### src/rtl/fp_mult_pkg.sv
// Shared types and format helpers for the pipelined floating-point multiplier.
package fp_mult_pkg;

   // Operand classification after subnormal flush.
   typedef enum logic [1:0] {
      CLS_ZERO = 2'd0,
      CLS_NORM = 2'd1,
      CLS_INF  = 2'd2,
      CLS_NAN  = 2'd3
   } fp_class_e;

   // Rounding selection, captured alongside the operands.
   typedef enum logic {
      RND_RNE   = 1'b0,
      RND_TRUNC = 1'b1
   } rnd_mode_e;

   // Exponent bias for an exponent field of exp_w bits.
   function automatic int bias(input int exp_w);
      return (32'sd1 <<< (exp_w - 1)) - 32'sd1;
   endfunction

   // Canonical quiet NaN: positive, all-ones exponent, fraction MSB set.
   function automatic logic [63:0] canonical_nan(input int exp_w, input int frac_w);
      logic [63:0] ones_e;
      ones_e = (64'd1 << exp_w) - 64'd1;
      return (ones_e << frac_w) | (64'd1 << (frac_w - 1));
   endfunction

   // Largest finite magnitude: exponent all-ones minus one, fraction all ones.
   function automatic logic [63:0] max_finite(input int exp_w, input int frac_w);
      logic [63:0] ones_e;
      ones_e = (64'd1 << exp_w) - 64'd1;
      return ((ones_e - 64'd1) << frac_w) | ((64'd1 << frac_w) - 64'd1);
   endfunction

endpackage

### src/rtl/fp_mult_if.sv
// Operand/result handshake bundle for fp_mult_pipe.
interface fp_mult_if #(
   parameter int EXP_W  = 5,
   parameter int FRAC_W = 6
) ();
   localparam int W = 1 + EXP_W + FRAC_W;

   logic          in_valid;
   logic          in_ready;
   logic [W-1:0]  a;
   logic [W-1:0]  b;
   logic          rnd_mode;
   logic          out_valid;
   logic          out_ready;
   logic [W-1:0]  result;
   logic [3:0]    flags;

   // Issue side: drives operands, consumes results.
   modport master (
      output in_valid, a, b, rnd_mode, out_ready,
      input  in_ready, out_valid, result, flags
   );

   // Multiplier side.
   modport slave (
      input  in_valid, a, b, rnd_mode, out_ready,
      output in_ready, out_valid, result, flags
   );
endinterface

### src/rtl/fp_round.sv
// Combinational normalise-and-round of a raw mantissa product.
module fp_round #(
   parameter int FRAC_W = 6
) (
   input  logic [2*(FRAC_W+1)-1:0] prod_i,
   input  logic                    trunc_i,
   output logic [FRAC_W-1:0]       frac_o,
   output logic [1:0]              exp_inc_o,
   output logic                    inexact_o
);
   localparam int M  = FRAC_W + 1;
   localparam int PW = 2 * M;

   logic [PW-1:0] norm;
   logic [M-1:0]  mant;
   logic [M:0]    mant_r;
   logic          guard;
   logic          sticky;
   logic          round_up;

   // Align the leading one to the top, then round the kept M bits.
   always_comb begin
      norm      = {PW{1'b0}};
      mant      = {M{1'b0}};
      mant_r    = {(M+1){1'b0}};
      guard     = 1'b0;
      sticky    = 1'b0;
      round_up  = 1'b0;
      frac_o    = {FRAC_W{1'b0}};
      exp_inc_o = 2'd0;
      inexact_o = 1'b0;

      if (prod_i[PW-1]) begin
         norm = prod_i;
      end else begin
         norm = {prod_i[PW-2:0], 1'b0};
      end
      mant     = norm[PW-1 -: M];
      guard    = norm[M-1];
      sticky   = |norm[M-2:0];
      round_up = ~trunc_i & guard & (sticky | mant[0]);
      mant_r   = {1'b0, mant} + {{M{1'b0}}, round_up};

      // A carry out of the mantissa leaves 1.000..0 at the next binade.
      if (mant_r[M]) begin
         frac_o = {FRAC_W{1'b0}};
      end else begin
         frac_o = mant_r[FRAC_W-1:0];
      end
      exp_inc_o = {1'b0, prod_i[PW-1]} + {1'b0, mant_r[M]};
      inexact_o = guard | sticky;
   end
endmodule

### src/rtl/fp_mult_pipe.sv
// Three-stage floating-point multiplier with valid/ready flow control.
// A single global enable stalls every stage together when the result is
// not being taken, so bubbles are kept and the output holds steady.
module fp_mult_pipe
   import fp_mult_pkg::*;
#(
   parameter int EXP_W  = 5,
   parameter int FRAC_W = 6,
   parameter int SAT    = 1
) (
   input logic      clk,
   input logic      rst,
   fp_mult_if.slave bus
);
   localparam int W  = 1 + EXP_W + FRAC_W;
   localparam int M  = FRAC_W + 1;
   localparam int PW = 2 * M;
   localparam int E2 = EXP_W + 2;

   localparam logic [63:0]          NAN_FULL   = canonical_nan(EXP_W, FRAC_W);
   localparam logic [63:0]          MAXF_FULL  = max_finite(EXP_W, FRAC_W);
   localparam logic [W-1:0]         NAN_V      = NAN_FULL[W-1:0];
   localparam logic [W-2:0]         MAXF_MAG   = MAXF_FULL[W-2:0];
   localparam logic [EXP_W-1:0]     EXP_ONES   = {EXP_W{1'b1}};
   localparam logic signed [E2-1:0] BIAS_S     = E2'(bias(EXP_W));
   localparam logic signed [E2-1:0] EXP_ONES_S = $signed({2'b00, EXP_ONES});
   localparam logic signed [E2-1:0] EXP_ZERO_S = {E2{1'b0}};

   function automatic fp_class_e classify(input logic [EXP_W-1:0] e,
                                          input logic [FRAC_W-1:0] f);
      fp_class_e c;
      if (e == {EXP_W{1'b0}}) begin
         c = CLS_ZERO;
      end else if (e == EXP_ONES) begin
         c = (f == {FRAC_W{1'b0}}) ? CLS_INF : CLS_NAN;
      end else begin
         c = CLS_NORM;
      end
      return c;
   endfunction

   logic en;

   // Stage 1: unpacked operands and their classes.
   logic               sa, sb;
   logic [EXP_W-1:0]   ea, eb;
   logic [FRAC_W-1:0]  fa, fb;
   fp_class_e          cls_a, cls_b;

   logic               v1_q;
   logic               sign1_d, sign1_q;
   logic               special1_d, special1_q;
   logic [W-1:0]       spec_res1_d, spec_res1_q;
   logic               spec_inv1_d, spec_inv1_q;
   logic [PW-1:0]      prod1_d, prod1_q;
   logic signed [E2-1:0] exp1_d, exp1_q;
   rnd_mode_e          rnd1_d, rnd1_q;

   // Stage 2: rounded fields.
   logic [FRAC_W-1:0]  rfrac;
   logic [1:0]         rexp_inc;
   logic               rinexact;

   logic               v2_q;
   logic               sign2_q;
   logic               special2_q;
   logic [W-1:0]       spec_res2_q;
   logic               spec_inv2_q;
   logic signed [E2-1:0] exp2_d, exp2_q;
   logic [FRAC_W-1:0]  frac2_q;
   logic               inexact2_q;

   // Stage 3: packed output.
   logic               v3_q;
   logic [W-1:0]       result3_d, result_q;
   logic [3:0]         flags3_d, flags_q;

   assign en            = ~v3_q | bus.out_ready;
   assign bus.in_ready  = en;
   assign bus.out_valid = v3_q;
   assign bus.result    = result_q;
   assign bus.flags     = flags_q;

   assign sa    = bus.a[W-1];
   assign ea    = bus.a[W-2:FRAC_W];
   assign fa    = bus.a[FRAC_W-1:0];
   assign sb    = bus.b[W-1];
   assign eb    = bus.b[W-2:FRAC_W];
   assign fb    = bus.b[FRAC_W-1:0];
   assign cls_a = classify(ea, fa);
   assign cls_b = classify(eb, fb);

   // Stage 1 logic: resolve special operands, form exponent sum and product.
   always_comb begin
      sign1_d     = sa ^ sb;
      special1_d  = 1'b1;
      spec_res1_d = NAN_V;
      spec_inv1_d = 1'b0;
      if (cls_a == CLS_NAN || cls_b == CLS_NAN) begin
         spec_res1_d = NAN_V;
      end else if ((cls_a == CLS_ZERO && cls_b == CLS_INF) ||
                   (cls_a == CLS_INF && cls_b == CLS_ZERO)) begin
         spec_inv1_d = 1'b1;
      end else if (cls_a == CLS_INF || cls_b == CLS_INF) begin
         spec_res1_d = {sign1_d, EXP_ONES, {FRAC_W{1'b0}}};
      end else if (cls_a == CLS_ZERO || cls_b == CLS_ZERO) begin
         spec_res1_d = {sign1_d, {(W-1){1'b0}}};
      end else begin
         special1_d  = 1'b0;
         spec_res1_d = {W{1'b0}};
      end
      prod1_d = {{M{1'b0}}, 1'b1, fa} * {{M{1'b0}}, 1'b1, fb};
      exp1_d  = $signed({2'b00, ea}) + $signed({2'b00, eb}) - BIAS_S;
      rnd1_d  = rnd_mode_e'(bus.rnd_mode);
   end

   // Stage 1 register.
   always_ff @(posedge clk) begin
      if (rst) begin
         v1_q        <= 1'b0;
         sign1_q     <= 1'b0;
         special1_q  <= 1'b0;
         spec_res1_q <= {W{1'b0}};
         spec_inv1_q <= 1'b0;
         prod1_q     <= {PW{1'b0}};
         exp1_q      <= {E2{1'b0}};
         rnd1_q      <= RND_RNE;
      end else if (en) begin
         v1_q        <= bus.in_valid;
         sign1_q     <= sign1_d;
         special1_q  <= special1_d;
         spec_res1_q <= spec_res1_d;
         spec_inv1_q <= spec_inv1_d;
         prod1_q     <= prod1_d;
         exp1_q      <= exp1_d;
         rnd1_q      <= rnd1_d;
      end
   end

   fp_round #(
      .FRAC_W (FRAC_W)
   ) u_round (
      .prod_i    (prod1_q),
      .trunc_i   (rnd1_q == RND_TRUNC),
      .frac_o    (rfrac),
      .exp_inc_o (rexp_inc),
      .inexact_o (rinexact)
   );

   assign exp2_d = exp1_q + $signed({{(E2-2){1'b0}}, rexp_inc});

   // Stage 2 register.
   always_ff @(posedge clk) begin
      if (rst) begin
         v2_q        <= 1'b0;
         sign2_q     <= 1'b0;
         special2_q  <= 1'b0;
         spec_res2_q <= {W{1'b0}};
         spec_inv2_q <= 1'b0;
         exp2_q      <= {E2{1'b0}};
         frac2_q     <= {FRAC_W{1'b0}};
         inexact2_q  <= 1'b0;
      end else if (en) begin
         v2_q        <= v1_q;
         sign2_q     <= sign1_q;
         special2_q  <= special1_q;
         spec_res2_q <= spec_res1_q;
         spec_inv2_q <= spec_inv1_q;
         exp2_q      <= exp2_d;
         frac2_q     <= rfrac;
         inexact2_q  <= rinexact;
      end
   end

   // Stage 3 logic: range check and pack; flags are {inv, ovf, unf, inx}.
   always_comb begin
      result3_d = {W{1'b0}};
      flags3_d  = 4'b0000;
      if (special2_q) begin
         result3_d = spec_res2_q;
         flags3_d  = {spec_inv2_q, 3'b000};
      end else if (exp2_q >= EXP_ONES_S) begin
         flags3_d = 4'b0101;
         if (SAT != 0) begin
            result3_d = {sign2_q, MAXF_MAG};
         end else begin
            result3_d = {sign2_q, EXP_ONES, {FRAC_W{1'b0}}};
         end
      end else if (exp2_q <= EXP_ZERO_S) begin
         result3_d = {sign2_q, {(W-1){1'b0}}};
         flags3_d  = 4'b0011;
      end else begin
         result3_d = {sign2_q, exp2_q[EXP_W-1:0], frac2_q};
         flags3_d  = {3'b000, inexact2_q};
      end
   end

   // Stage 3 register, which is also the output register.
   always_ff @(posedge clk) begin
      if (rst) begin
         v3_q     <= 1'b0;
         result_q <= {W{1'b0}};
         flags_q  <= 4'b0000;
      end else if (en) begin
         v3_q     <= v2_q;
         result_q <= result3_d;
         flags_q  <= flags3_d;
      end
   end
endmodule

### src/flat_wrapper.sv
// flat-port wrapper written by rule: the top's interface ports become plain ports
module fp_mult_pipe_flat import fp_mult_pkg::*;
#(
   parameter int EXP_W  = 5,
   parameter int FRAC_W = 6,
   parameter int SAT    = 1
)
  (clk, rst, bus_in_valid, bus_a, bus_b, bus_rnd_mode, bus_out_ready, bus_in_ready, bus_out_valid, bus_result, bus_flags);
  fp_mult_if #(.EXP_W(EXP_W), .FRAC_W(FRAC_W)) bus_i ();
  input logic clk;
  input logic rst;
  input wire logic [$bits(bus_i.in_valid)-1:0] bus_in_valid;
  input wire logic [$bits(bus_i.a)-1:0] bus_a;
  input wire logic [$bits(bus_i.b)-1:0] bus_b;
  input wire logic [$bits(bus_i.rnd_mode)-1:0] bus_rnd_mode;
  input wire logic [$bits(bus_i.out_ready)-1:0] bus_out_ready;
  output wire logic [$bits(bus_i.in_ready)-1:0] bus_in_ready;
  output wire logic [$bits(bus_i.out_valid)-1:0] bus_out_valid;
  output wire logic [$bits(bus_i.result)-1:0] bus_result;
  output wire logic [$bits(bus_i.flags)-1:0] bus_flags;
  assign bus_i.in_valid = bus_in_valid;
  assign bus_i.a = bus_a;
  assign bus_i.b = bus_b;
  assign bus_i.rnd_mode = bus_rnd_mode;
  assign bus_i.out_ready = bus_out_ready;
  assign bus_in_ready = bus_i.in_ready;
  assign bus_out_valid = bus_i.out_valid;
  assign bus_result = bus_i.result;
  assign bus_flags = bus_i.flags;
  fp_mult_pipe #(.EXP_W(EXP_W), .FRAC_W(FRAC_W), .SAT(SAT)) u_core (.clk(clk), .rst(rst), .bus(bus_i));
endmodule
### config.mk
export PLATFORM = sky130hd
export DESIGN_NAME = fp_mult_pipe_flat
export DESIGN_NICKNAME = d
export VERILOG_FILES = /design/src/rtl/fp_mult_pkg.sv /design/src/rtl/fp_mult_if.sv /design/src/rtl/fp_round.sv /design/src/rtl/fp_mult_pipe.sv /design/src/flat_wrapper.sv
export SDC_FILE = /design/constraint.sdc
export NUM_CORES = 1
export LEC_CHECK = 0
export ABC_AREA = 1
export ABC_CLOCK_PERIOD_IN_PS = 5090
export CORE_MARGIN = 2
export CORE_UTILIZATION = 65
export DETAILED_ROUTE_END_ITERATION = 6
export DONT_BUFFER_PORTS = 1
export GPL_ROUTABILITY_DRIVEN = 0
export PLACE_DENSITY_LB_ADDON = 0.05
export SETUP_SLACK_MARGIN = 0.4
export SYNTH_ARGS = -nofsm -noshare
export SYNTH_HDL_FRONTEND = slang
export SYNTH_SLANG_ARGS = --single-unit
### constraint.sdc
create_clock -name clk -period 5.09 [get_ports clk]
set_input_delay 0.7635 -clock clk [delete_from_list [all_inputs] [get_ports clk]]
set_output_delay 0.7635 -clock clk [all_outputs]
set_load 0.005 [all_outputs]
Yosys cells after proc, flatten, opt, wreduce, memory -nomap -nowiden
Index checks and enable logic that the tools add are counted.
- flip-flop bits (word level): 85
- logic and storage cells: 78
- add/sub/neg operators: 5
- $mul: 1
- order comparisons: 2
- equal/unequal tests: 6
- multiplexer cells: 24
- bitwise gates (word level): 8
- reduce and logical (&&, ||, !) cells: 13
- operators with widths (kind ; count):
    $mux 12 ; 5
    $mux 11 ; 2
    $mul 7x7->14 ; 1
    $mux 14 ; 1
    $logic_not 6->1 ; 2
    $eq 5x5->1 const B ; 2
    $logic_not 5->1 ; 2
    $mux 2 ; 5
    $add 7x1->8 ; 1
    $eq 2x2->1 const B ; 4
    $mux 1 ; 8
    $mux 4 ; 2
    $add 7x3->7 ; 1
    $ge 7x6->1 const B ; 1
    $le 7x1->1 const B ; 1
    $sub 7x5->7 const B ; 1
    $add 5x5->6 ; 1
    $mux 6 ; 1
    $reduce_or 6->1 ; 1
    $logic_not 2->1 ; 2
    $logic_or 1x1->1 ; 4
    $or 1x1->1 ; 3
    $add 1x1->2 ; 1
    $and 1x1->1 ; 2
    3 further kinds ; 5

Depth between registers and ports, before layout
- depth after elaboration: 10
- depth in mapped cells: 22
- mapped depth without buffers: 21

By module
From an unflattened synthesis, not the netlist that was laid out.
- cells, all modules: 733
- area, all modules: 5111.2 um2
- by module, submodules not included (module ; instances ; cells an instance ; area each (um2) ; sequential area each (um2)):
    fp_mult_pipe ; 1 ; 661 ; 4757.1 ; 1341.3
    fp_round ; 1 ; 72 ; 354.1 ; 0.0

Worst setup path before layout
Ideal clock, no wire load.
- kind: input -> register
- from: input bus_a[1]
- to: register u_core.prod1_q[9]
- arrival: 4169 ps
- data required time: 4976 ps
- path slack: 807 ps
- cell stages on the path: 19
- buffers on the path: 1
- cells stage by stage: buf_2 nand2_1 inv_1 fa_1 inv_1 fa_1 inv_1 fa_1 inv_1 fa_1 inv_1 ha_1 nand2_1 nand2_1 a21oi_1 nand2_1 xor2_1 o21bai_1 inv_1
- cells in the longest elaborated chain, start to end: 1
- RTL lines (item ; line ; source):
    start, declared ; flat_wrapper.sv:13 ; input wire logic [$bits(bus_i.a)-1:0] bus_a;
    $mul 7x7->14 ; fp_mult_pipe.sv:112 ; prod1_d = {{M{1'b0}}, 1'b1, fa} * {{M{1'b0}}, 1'b1, fb};
    end signal, assigned ; fp_mult_pipe.sv:125 ; prod1_q <= {PW{1'b0}};
    end signal, assigned ; fp_mult_pipe.sv:134 ; prod1_q <= prod1_d;
    end, declared ; fp_mult_pipe.sv:55 ; logic [PW-1:0] prod1_d, prod1_q;
Every way passes these cells.
A chain may end at the register's enable or synchronous reset.

Worst setup path after layout
Ends and elaborated chain as after synthesis.

==> out/qor.csv <==
stage;metric;value;unit
status;status;finished, final reports clean;
timing;min Tclk post-route;3.93;ns
critical_path;Crit Path Category;primary input to register;
synthesis;FF+latch count, synth;67;
route;WL/cell;12.0;um
timing;f_max;255;MHz
route;DR vias;4337;
power;power per standard cell area;371;nW/um2
synthesis;synthesized cell area;5060;um2
power;Peak VDD IR;0.174;mV
clocking;Post-CTS Resized;0;
cells_and_area;P&R area growth vs syn;5.07;%
cells_and_area;Layout Cells excl Fill;829;
timing;worst-margin pin slew;0.976;ns
route;DRC Markers;0;
cells_and_area;final instance area;5320;um2
synthesis;synth unique cells;32;
clocking;Inserted Clock Buffers;9;
synthesis;Mapped Avg Cell Area;6.92;um2
route;drt pass-1 iters;5;
cells_and_area;Filler Cells Inserted;694;
timing;crit share post-route;77.2;%
job;Max-Cap Viols;0;
clocking;clk sink count;67;
route;vias per cell;5.23;
cells_and_area;multi-input logic area;3110;um2
cells_and_area;FF+latch area;1340;um2
global_routing;number of global-route vias before repair;4029;
global_routing;first-pass GRT wire length;17500;um
critical_path;critical path required time;5.33;ns
placed_design;port buffer count;0;
timing;Max transition margin;34.9;%
floorplanning;Starting Density;66.1;%
clocking;clk slew on worst S/H paths;0.07;ns
route;DRT iter0 DRCs;205;
clocking;postcts setup bufs;0;
timing;endpoints failing hold;0;
synthesis;Post-Syn Nets;828;
clocking;CTS max path bufs;2;
synthesis;predominant post-synthesis flop cell;dfxtp_1;
cells_and_area;final core utilization;69.5;%
clocking;H-tree Lvls;3;
critical_path;WP data arrival;4.17;ns
synthesis;sequential element share of the synthesized area;26.5;%
global_routing;initial antenna violation count;0;
power;leakage;0.00293;uW
placed_design;post-detail-place hpwl;7520;um
critical_path;CP endpoint kind;register;
route;Post-Route WL;9950;um
synthesis;Post-synth EDFFs;0;
timing;setup TNS;0;ns
timing;Clock Skew;0.0115;ns
synthesis;Gate Count Post-Synth;731;
clocking;Hold Buf Count CTS;0;
floorplanning;die area;8500;um2
cells_and_area;diode count;0;
timing;Finish-stage setup viols;0;
critical_path;startpoint types;primary input;
global_routing;Tot GR Track Use;25.1;%
critical_path;maximum fanout along the worst path;8;
clocking;Root Driver;clkbuf_8;
placed_design;placed cell count;813;
clocking;CTS tree;yes;
synthesis;Synthesis Warnings;0;
timing;RSZ-0062 raised after global routing;false;
floorplanning;Die H;92.2;um
placed_design;placed cell areas;5100;um2
power;total power;1970;uW
synthesis;asr flop ratio synth;0;%
floorplanning;CORE AREA;7650;um2
floorplanning;# IOs;47;
route;Final ANT Viol Nets;0;
cells_and_area;share of layout cells above drive strength 1;4.54;%
global_routing;final global-route overflow total;0;
hold_path;Hold Crit Class;register to register;
cells_and_area;count of nets after finishing;819;
timing;Slew Limit Fails;0;
floorplanning;Die Wd;92.2;um
floorplanning;# rows;32;
global_routing;largest net degree at the start of global routing;65;
clocking;Clock Latency Late Sink;0.35;ns
[logic make-up (layout without fill, tap and decap cells)]
logic type      Yosys count  count (layout)  share of synthesized area [%]
simple gates            313             313                           26.2
buf+inv                 156             152                           12.0
compound gates          114             114                           12.4
fa+ha+maj                68              68                           20.7
flops                    67              67                           26.5
xor+xnor                 13              13                           2.25
[cell usage after synthesis, types with 2 or more instances]
master    number  area (um2)
a21o_1         3        22.5
a21oi_1       37         185
a31oi_1        4        25.0
a41oi_1        2        17.5
buf_2          7        35.0
clkbuf_1      13        48.8
dfxtp_1       67        1340
fa_1          26         521
ha_1          42         526
inv_1        129         484
inv_2          5        18.8
nand2_1      169         634
nand3_1       46         230
nand3_2        3        30.0
nand3b_1       4        30.0
nand4_1        9        56.3
nor2_1        72         270
nor2_4         3        33.8
nor3_1         3        15.0
o211ai_1       2        15.0
o21ai_0       52         260
o21ai_1        3        15.0
o21ai_2        2        17.5
o21bai_1       7        52.6
or2_2          3        18.8
xnor2_1        6        52.6
xor2_1         7        61.3
[cell usage in the layout (no fill, tap or decap), drive strengths merged]
cell	Yosys	layout
nand2	169	169
inv	134	135
nor2	75	75
dfxtp	67	67
o21ai	57	57
nand3	49	49
ha	42	42
a21oi	37	37
fa	26	26
clkbuf	13	10
nand4	9	9
xor2	7	7
o21bai	7	7
xnor2	6	6
nand3b	4	4
a31oi	4	4
or2	4	4
a21o	3	3
nor3	3	3
o211ai	2	2
a41oi	2	2
bufinv	0	2
clkinvlp	0	2
buf	9	2
a22oi	1	1
a211o	1	1
clkinv	0	1
[per-layer routing]
metal / part of all wire (%) / track usage (%) / up-vias
met5: 0 / 0 / -
met4: 1.5 / 8.33 / 0
met3: 4.5 / 3.45 / 13
met2: 45 / 41.1 / 101
met1: 49 / 34.4 / 1938
li1: - / - / 2285
[sequential cells by signal, summed over array words and instances (netlist names)]
signal                flops
u_core.bus.flags          4
u_core.bus.result        12
u_core.spec_res1_q        3
u_core.prod1_q           14
u_core.inexact2_q         1
u_core.special2_q         1
u_core.v1_q               1
u_core.spec_inv1_q        1
u_core.exp1_q             7
u_core.bus.out_valid      1
u_core.sign1_q            1
u_core.v2_q               1
u_core.sign2_q            1
u_core.frac2_q            6
u_core.exp2_q             7
u_core.special1_q         1
u_core.spec_res2_q        3
u_core.spec_inv2_q        1
u_core.rnd1_q             1
[per-stage QoR]
| step | setup slack, ns | hold WS (ns) |
|---|---|---|
| final | 1.16 | 0.458 |
| after global routing | 0.927 | 0.456 |
| after CTS | 1.17 | 0.460 |
| after detailed placement | 0.817 | 0.444 |
| after global placement | 0.878 | 0.439 |
| after floorplan | 0.807 | 0.430 |
[path summary, 6_finish.rpt]
kind / startpoint / endpoint / slack [ns] / cells after the start
max: bus_a[1] / u_core.prod1_q[9]$_SDFFE_PP0P_ / 1.16 / 18
min reg2reg: u_core.sign1_q$_SDFFE_PP0P_ / u_core.sign1_q$_SDFFE_PP0P_ / 0.46 / 2
max reg2reg: u_core.prod1_q[13]$_SDFFE_PP0P_ / u_core.exp2_q[6]$_SDFFE_PP0P_ / 1.87 / 16
min: u_core.sign1_q$_SDFFE_PP0P_ / u_core.sign1_q$_SDFFE_PP0P_ / 0.46 / 2
[power breakdown]
part / switching, uW / leakage (uW) / internal (uW)
sequential: 62.1 / 0.000552 / 613
combinational: 491 / 0.00227 / 320
clock: 210 / 0.000103 / 277
[area by class of cell]
cell class,instances,area share (%)
Multi-Input combinational cell,508,58.5
Sequential cell,67,25.2
Inverter,134,9.46
Clock buffer,10,2.40
Tap cell,102,2.40
Clock inverter,6,1.67
Timing Repair Buffer,2,0.282
[worst max-delay path, stage by stage]
cell and delay (ns):
nand2_1 0.04, inv_1 0.05, fa_1 0.49, inv_1 0.05, fa_1 0.52, inv_1 0.05
fa_1 0.52, inv_1 0.05, fa_1 0.49, inv_1 0.04, ha_1 0.34, nand2_1 0.11
nand2_1 0.09, a21oi_1 0.13, nand2_1 0.08, xor2_1 0.15, o21bai_1 0.13, inv_1 0.05
No activity file was read; power rests on OpenSTA's default activity.
